File: config.mk
export PLATFORM = sky130hd
export DESIGN_NAME = move_job_dispatcher
export DESIGN_NICKNAME = d
export VERILOG_FILES = /design/src/rtl/chessmate_accel_pkg.sv /design/src/rtl/job_fifo.sv /design/src/rtl/move_job_dispatcher.sv
export SDC_FILE = /design/constraint.sdc
export NUM_CORES = 1
export LEC_CHECK = 0
export BUFFER_PORTS_ARGS = -buffer_cell sky130_fd_sc_hd__buf_2
export CAP_MARGIN = 20
export CORE_ASPECT_RATIO = 1.75
export CORE_UTILIZATION = 50
export DETAILED_ROUTE_END_ITERATION = 12
export PLACE_DENSITY = 0.75
export SKIP_LAST_GASP = 1
export SLEW_MARGIN = 20
export SYNTH_ARGS = -nofsm -noshare
export SYNTH_HDL_FRONTEND = slang
export SYNTH_HIERARCHICAL = 1
export SYNTH_SLANG_ARGS = --single-unit
File: constraint.sdc
create_clock -name clk -period 12.15 [get_ports clk]
set_input_delay 1.215 -clock clk [delete_from_list [all_inputs] [get_ports clk]]
set_output_delay 1.215 -clock clk [all_outputs]
set_load 0.01 [all_outputs]
File: src/rtl/chessmate_accel_pkg.sv
// rtl/chessmate_accel_pkg.sv - shared register map, job record and dispatcher FSM states
package chessmate_accel_pkg;

    localparam logic [3:0] REG_CTRL      = 4'd0;
    localparam logic [3:0] REG_SRC_BOARD = 4'd1;
    localparam logic [3:0] REG_DST_BOARD = 4'd2;
    localparam logic [3:0] REG_SRC_X     = 4'd3;
    localparam logic [3:0] REG_SRC_Y     = 4'd4;
    localparam logic [3:0] REG_JOBS_DONE = 4'd5;
    localparam logic [3:0] REG_LAST_CYC  = 4'd6;

    localparam logic [31:0] ADDR_IDLE = 32'hFFFF_FFFF;

    typedef struct packed {
        logic [31:0] src;
        logic [31:0] dst;
        logic [7:0]  x;
        logic [7:0]  y;
    } move_job_t;

    typedef enum logic [3:0] {
        IDLE, POP, WR_SRC, WR_DST, WR_X, WR_Y, WR_GO, GAP, RD_DONE, RETIRE
    } disp_state_t;

    // Byte address of accelerator word index idx.
    function automatic logic [31:0] accel_addr(input logic [31:0] base, input logic [3:0] idx);
        return base + {26'd0, idx, 2'b00};
    endfunction

endpackage

File: src/rtl/job_fifo.sv
// rtl/job_fifo.sv - synchronous first-word-fall-through job FIFO
module job_fifo #(
    parameter int WIDTH = 80,
    parameter int DEPTH = 4
) (
    input  logic                     clk,
    input  logic                     rst,
    input  logic                     push,
    input  logic [WIDTH-1:0]         push_data,
    input  logic                     pop,
    output logic [WIDTH-1:0]         head,
    output logic                     full,
    output logic                     empty,
    output logic [$clog2(DEPTH):0]   count
);

    localparam int AW = $clog2(DEPTH);

    logic [WIDTH-1:0] mem [DEPTH];
    logic [AW-1:0]    wr_ptr;
    logic [AW-1:0]    rd_ptr;
    logic             do_push;
    logic             do_pop;

    assign empty   = (count == '0);
    assign full    = (count == (AW+1)'(DEPTH));
    assign head    = mem[rd_ptr];
    assign do_pop  = pop && !empty;
    // A pop frees the slot it reads, so a push into a full FIFO may land the same cycle.
    assign do_push = push && (!full || do_pop);

    // Storage array, no reset needed since count guards every read.
    always_ff @(posedge clk) begin
        if (do_push) begin
            mem[wr_ptr] <= push_data;
        end
    end

    // Pointers and occupancy.
    always_ff @(posedge clk) begin
        if (rst) begin
            wr_ptr <= '0;
            rd_ptr <= '0;
            count  <= '0;
        end else begin
            if (do_push) wr_ptr <= wr_ptr + AW'(1);
            if (do_pop)  rd_ptr <= rd_ptr + AW'(1);
            if (do_push && !do_pop)      count <= count + (AW+1)'(1);
            else if (do_pop && !do_push) count <= count - (AW+1)'(1);
        end
    end

endmodule

File: src/rtl/move_job_dispatcher.sv
// rtl/move_job_dispatcher.sv - queues CPU move jobs and replays them to the accelerator
module move_job_dispatcher
    import chessmate_accel_pkg::*;
#(
    parameter logic [31:0] ACCEL_BASE = 32'h0000_0000,
    parameter int          FIFO_DEPTH = 4
) (
    input  logic        clk,
    input  logic        rst,
    output logic        slave_waitrequest,
    input  logic [3:0]  slave_address,
    input  logic        slave_read,
    output logic [31:0] slave_readdata,
    input  logic        slave_write,
    input  logic [31:0] slave_writedata,
    input  logic        master_waitrequest,
    output logic [31:0] master_address,
    output logic        master_read,
    input  logic [31:0] master_readdata,
    output logic        master_write,
    output logic [31:0] master_writedata
);

    localparam int CW = $clog2(FIFO_DEPTH) + 1;

    disp_state_t   state;
    move_job_t     staged_job;
    move_job_t     cur_job;
    move_job_t     head_job;
    logic [31:0]   stage_src;
    logic [31:0]   stage_dst;
    logic [7:0]    stage_x;
    logic [7:0]    stage_y;
    logic [31:0]   cyc_cnt;
    logic [31:0]   jobs_done;
    logic [31:0]   last_job_cycles;
    logic [CW-1:0] fifo_count;
    logic [3:0]    count4;
    logic          fifo_full;
    logic          fifo_empty;
    logic          fifo_pop;
    logic          push_req;
    logic          clear_jobs;
    logic          busy;
    logic          accel_rdata_unused;

    // The accelerator's done-read carries no data; completion is the handshake itself.
    assign accel_rdata_unused = ^master_readdata;

    assign staged_job        = '{src: stage_src, dst: stage_dst, x: stage_x, y: stage_y};
    assign push_req          = slave_write && (slave_address == REG_CTRL);
    assign clear_jobs        = slave_write && (slave_address == REG_JOBS_DONE);
    assign fifo_pop          = (state == POP);
    assign slave_waitrequest = push_req && fifo_full && !fifo_pop;
    assign busy              = (state != IDLE) || (fifo_count != '0);
    assign count4            = 4'(fifo_count);

    job_fifo #(
        .WIDTH ($bits(move_job_t)),
        .DEPTH (FIFO_DEPTH)
    ) u_job_fifo (
        .clk       (clk),
        .rst       (rst),
        .push      (push_req),
        .push_data (staged_job),
        .pop       (fifo_pop),
        .head      (head_job),
        .full      (fifo_full),
        .empty     (fifo_empty),
        .count     (fifo_count)
    );

    // Staging registers hold their values across pushes.
    always_ff @(posedge clk) begin
        if (rst) begin
            stage_src <= '0;
            stage_dst <= '0;
            stage_x   <= '0;
            stage_y   <= '0;
        end else if (slave_write) begin
            case (slave_address)
                REG_SRC_BOARD: stage_src <= slave_writedata;
                REG_DST_BOARD: stage_dst <= slave_writedata;
                REG_SRC_X:     stage_x   <= slave_writedata[7:0];
                REG_SRC_Y:     stage_y   <= slave_writedata[7:0];
                default: ;
            endcase
        end
    end

    // CPU register read mux.
    always_comb begin
        slave_readdata = '0;
        if (slave_read) begin
            case (slave_address)
                REG_CTRL:      slave_readdata = {24'd0, count4, 2'd0, fifo_full, busy};
                REG_SRC_BOARD: slave_readdata = stage_src;
                REG_DST_BOARD: slave_readdata = stage_dst;
                REG_SRC_X:     slave_readdata = {24'd0, stage_x};
                REG_SRC_Y:     slave_readdata = {24'd0, stage_y};
                REG_JOBS_DONE: slave_readdata = jobs_done;
                REG_LAST_CYC:  slave_readdata = last_job_cycles;
                default:       slave_readdata = '0;
            endcase
        end
    end

    // Job replay FSM with registered master strobes, per-job cycle counter and completion count.
    always_ff @(posedge clk) begin
        if (rst) begin
            state            <= IDLE;
            master_write     <= 1'b0;
            master_read      <= 1'b0;
            master_address   <= ADDR_IDLE;
            master_writedata <= '0;
            cur_job          <= '0;
            cyc_cnt          <= '0;
            jobs_done        <= '0;
            last_job_cycles  <= '0;
        end else begin
            case (state)
                IDLE: begin
                    if (!fifo_empty) state <= POP;
                end
                POP: begin
                    cur_job          <= head_job;
                    cyc_cnt          <= '0;
                    master_write     <= 1'b1;
                    master_address   <= accel_addr(ACCEL_BASE, REG_SRC_BOARD);
                    master_writedata <= head_job.src;
                    state            <= WR_SRC;
                end
                WR_SRC: if (!master_waitrequest) begin
                    master_address   <= accel_addr(ACCEL_BASE, REG_DST_BOARD);
                    master_writedata <= cur_job.dst;
                    state            <= WR_DST;
                end
                WR_DST: if (!master_waitrequest) begin
                    master_address   <= accel_addr(ACCEL_BASE, REG_SRC_X);
                    master_writedata <= {24'd0, cur_job.x};
                    state            <= WR_X;
                end
                WR_X: if (!master_waitrequest) begin
                    master_address   <= accel_addr(ACCEL_BASE, REG_SRC_Y);
                    master_writedata <= {24'd0, cur_job.y};
                    state            <= WR_Y;
                end
                WR_Y: if (!master_waitrequest) begin
                    master_address   <= accel_addr(ACCEL_BASE, REG_CTRL);
                    master_writedata <= 32'd1;
                    state            <= WR_GO;
                end
                WR_GO: if (!master_waitrequest) begin
                    master_write     <= 1'b0;
                    master_address   <= ADDR_IDLE;
                    master_writedata <= '0;
                    state            <= GAP;
                end
                GAP: begin
                    master_read    <= 1'b1;
                    master_address <= accel_addr(ACCEL_BASE, REG_CTRL);
                    state          <= RD_DONE;
                end
                RD_DONE: if (!master_waitrequest) begin
                    master_read    <= 1'b0;
                    master_address <= ADDR_IDLE;
                    state          <= RETIRE;
                end
                RETIRE: begin
                    jobs_done       <= jobs_done + 32'd1;
                    last_job_cycles <= cyc_cnt;
                    state           <= fifo_empty ? IDLE : POP;
                end
                default: state <= IDLE;
            endcase
            if ((state inside {WR_SRC, WR_DST, WR_X, WR_Y, WR_GO, GAP, RD_DONE}) && (cyc_cnt != 32'hFFFF_FFFF)) begin
                cyc_cnt <= cyc_cnt + 32'd1;
            end
            // A CPU clear beats a coincident retire.
            if (clear_jobs) jobs_done <= '0;
        end
    end

endmodule

==> summary.txt <==
Clocking
  • Clock sink count: 595
  • Clk slew on worst S/H paths: 0.07 ns
  • Root buffer cell: clkbuf_16
  • Post-CTS sizing: 0
  • Post-CTS setup-driven buffer insertion count: 0
  • Skew-Pair Late Insertion Delay: 0.59 ns
  • TritonCTS clock tree: yes
  • CTS buffer count: 49
  • Post-CTS Hold Buffers: 0
  • H-tree depth: 2
  • Clock buffer depth: 3

Layout
  • Nets: 2107
  • Filler cells: 3778
  • Layout cells sized above 1: 18.01%
  • Layout Utilization: 55.87%
  • Most frequent cells in the layout: 352 x nand2_1, 320 x edfxtp_1, 273 x dfxtp_1
  • Most common cell after layout, fill and taps aside: nand2_1
  • Syn-to-layout area delta: 10.64%

Placement
  • Port bufs: 139
  • Final GP Congestion: 0.8573
  • Dpl hpwl: 36810 um

Synthesis
  • EDFF count, synth: 320
  • Largest area contributor in the netlist: edfxtp_1
  • Syn avg cell area: 12.22 um^2
  • Area fraction of the dominant cell type after synthesis: 39.86%
  • Synth cell types: 76
  • Register area share after synthesis: 62.69%
  • Cell Area, Synth: 0.02411 mm^2
  • Most common flop cell mapped by yosys: edfxtp_1
  • Area contributors post-synth: edfxtp_1 40%, dfxtp_1 23%, mux4_2 7.5%, nand2_1 5.5%, a21oi_1 4.2%
  • Syn. warnings: 6
  • Post-Syn Instances: 1973
  • FF+latch count, synth: 595
  • Syn nets: 2054
  • Share of flip-flops with an asynchronous set or reset: 0%

Power
  • PwrDens: 153.3 mW/mm^2
  • Peak supply drop: 0.1025 mV
  • Leakage: 8.833 nW

Worst setup path
  • Worst path top cell family by delay: simple AND/OR/NAND/NOR gates
  • CP Cell Sequence: or2_0 > nor4_1 > or4_1 > a21o_1 > a31oi_1 > buf_2
  • Startpoint Class: flip-flop
  • Critical path arrival: 3.12 ns
  • CP max FO: 23
  • CP max stage delay: 0.80 ns
  • WP buf/inv: 1
  • Crit-path slowest cell: dfxtp_1
  • Crit Path Class: flip-flop to output port
  • CP required: 10.93 ns
  • Critical Path End Type: output port

Route
  • DR pass1 iterations: 5
  • Detailed Route Iter0 Violations: 1445
  • Via Count: 16400
  • Routed Antenna Nets: 0
  • Wire length per cell: 22.49 um
  • DRT Wirelength: 59840 um
  • Drt drc: 0
  • Vias/cell: 6.164

Timing
  • Max-slew violation count: 0
  • Fin. Hold Viols: 0
  • Final Cycle Share: 35.67%
  • Final setup violating endpoints: 0
  • Post-route setup TNS: 0 ns
  • Relative slew slack: 29.57%
  • FMAX: 230.7 MHz
  • Worst-margin pin slew: 1.056 ns
  • Clock skew: 0.01988 ns
  • RSZ-0062 raised after global routing: false
  • Min cycle time layout: 4.334 ns

Global routing
  • Grt ovf: 0
  • Antenna violations before repair: 3
  • Vias in the first global route: 16400
  • First-pass GRT wire length: 91610 um
  • GRT Util Overall: 24.39%
  • Largest net degree at the start of global routing: 80

Hold path
  • HP Class: flip-flop to flip-flop

Die
  • Row count: 106
  • Number of primary I/O pins: 172
  • Die Footprint: 0.04913 mm^2
  • Core ar.: 0.04775 mm^2
  • Initial Utilization: 50.49%
  • Chip Width: 168.0 um
  • Die height: 292.5 um

Outcome
  • Status: finished, final reports clean

Flow run
  • # Max-Cap Violations: 0
-- registers in the layout, summed over array words and instances, names as in the netlist, 32 cells and up, named ones only --
| signal | flops |
|---|---|
| cur_job | 48 |
| cyc_cnt | 32 |
| jobs_done | 32 |
| last_job_cycles | 32 |
| master_writedata | 32 |
| stage_dst | 32 |
| stage_src | 32 |
| u_job_fifo/mem | 320 |
-- power by group --
part / total [mW] / switching [mW] / internal (mW)
registers: 2.15 / 0.0270 / 2.13
logic: 0.206 / 0.140 / 0.0662
clock network: 1.73 / 0.742 / 0.987
total: 4.09 / 0.909 / 3.18
-- stage by stage --
step | area [um^2] | std cells | worst slack (ns) | hold WS, ns | power (mW)
2_1_floorplan | 24110 | 1973 | 7.554 | 0.4314 | 2.336
3_3_place_gp | 24890 | 2569 | 7.795 | 0.4418 | 2.398
3_5_place_dp | 24890 | 2569 | 7.777 | 0.4462 | 2.405
4_1_cts | 26670 | 2660 | 7.810 | 0.4548 | 4.107
5_1_grt | 26670 | 2660 | 7.695 | 0.4691 | 4.198
6_report | 26670 | 2661 | 7.816 | 0.4546 | 4.090
-- cell families (layout without fill, tap and decap cells) --
logic type      count (synthesis)  after routing  synth area share, %
simple gates                  633            633                11.85
flops                         595            595                62.69
compound gates                426            426                11.57
buf+inv                       182            275                4.053
mux                           100            100                8.330
xor+xnor                       29             29                1.054
fa+ha+maj                       8              8               0.4463
other cells                     0              1                    0
-- routing by layer --
metal | global-route usage, % | share of wire, % | up-vias
li1 | - | - | 7394
met3 | 3.486 | 6.4 | 180
met4 | 13.18 | 4.8 | 2
met1 | 27.34 | 36 | 8111
met2 | 44.37 | 53 | 715
met5 | 0 | 0.017 | -
-- Yosys cell counts (all sizes together) (11+ instances only) --
cell    number
nand2      355
edfxtp     320
dfxtp      275
a21oi      204
a22oi       92
clkbuf      91
nor2        89
mux4        80
buf         71
nand3       41
nor3        31
a211oi      26
and3        20
inv         20
mux2i       18
nand4       18
o21ai       17
and2        16
xnor2       16
a31oi       14
xor2        13
a211o       11
or4         11
-- final timing paths --
path                                  start                     to  slack [ns]  cells after the start
worst max register to register     state[0]  u_job_fifo/mem[1][11]        7.93                      8
worst max-delay path               state[2]      slave_readdata[0]        7.82                      6
worst min register to register  cur_job[33]            cur_job[33]        0.45                      2
worst min-delay path            cur_job[33]            cur_job[33]        0.45                      2
-- layout make-up --
cell class / instances / area (um^2) / area share, %
clock inverters: 34 / 500.5 / 1.876
flip-flops and latches: 595 / 15120 / 56.69
diodes: 1 / 2.502 / 0.009381
inverters: 20 / 75.07 / 0.2814
well taps: 594 / 743.2 / 2.786
clock buffers: 57 / 1286 / 4.822
repair buffers: 164 / 889.6 / 3.335
multi-input cells: 1196 / 8055 / 30.20
-- worst reg2reg max path: stages (launching register included) --
cell and delay, ns:
dfxtp_1 0.79, nor2b_1 0.34, nand2_2 0.11, inv_2 0.05, buf_4 0.61, inv_1 0.15, a21boi_2 0.42, and2_4 0.65
buf_4 0.72
(Power assumes the default switching activity.)
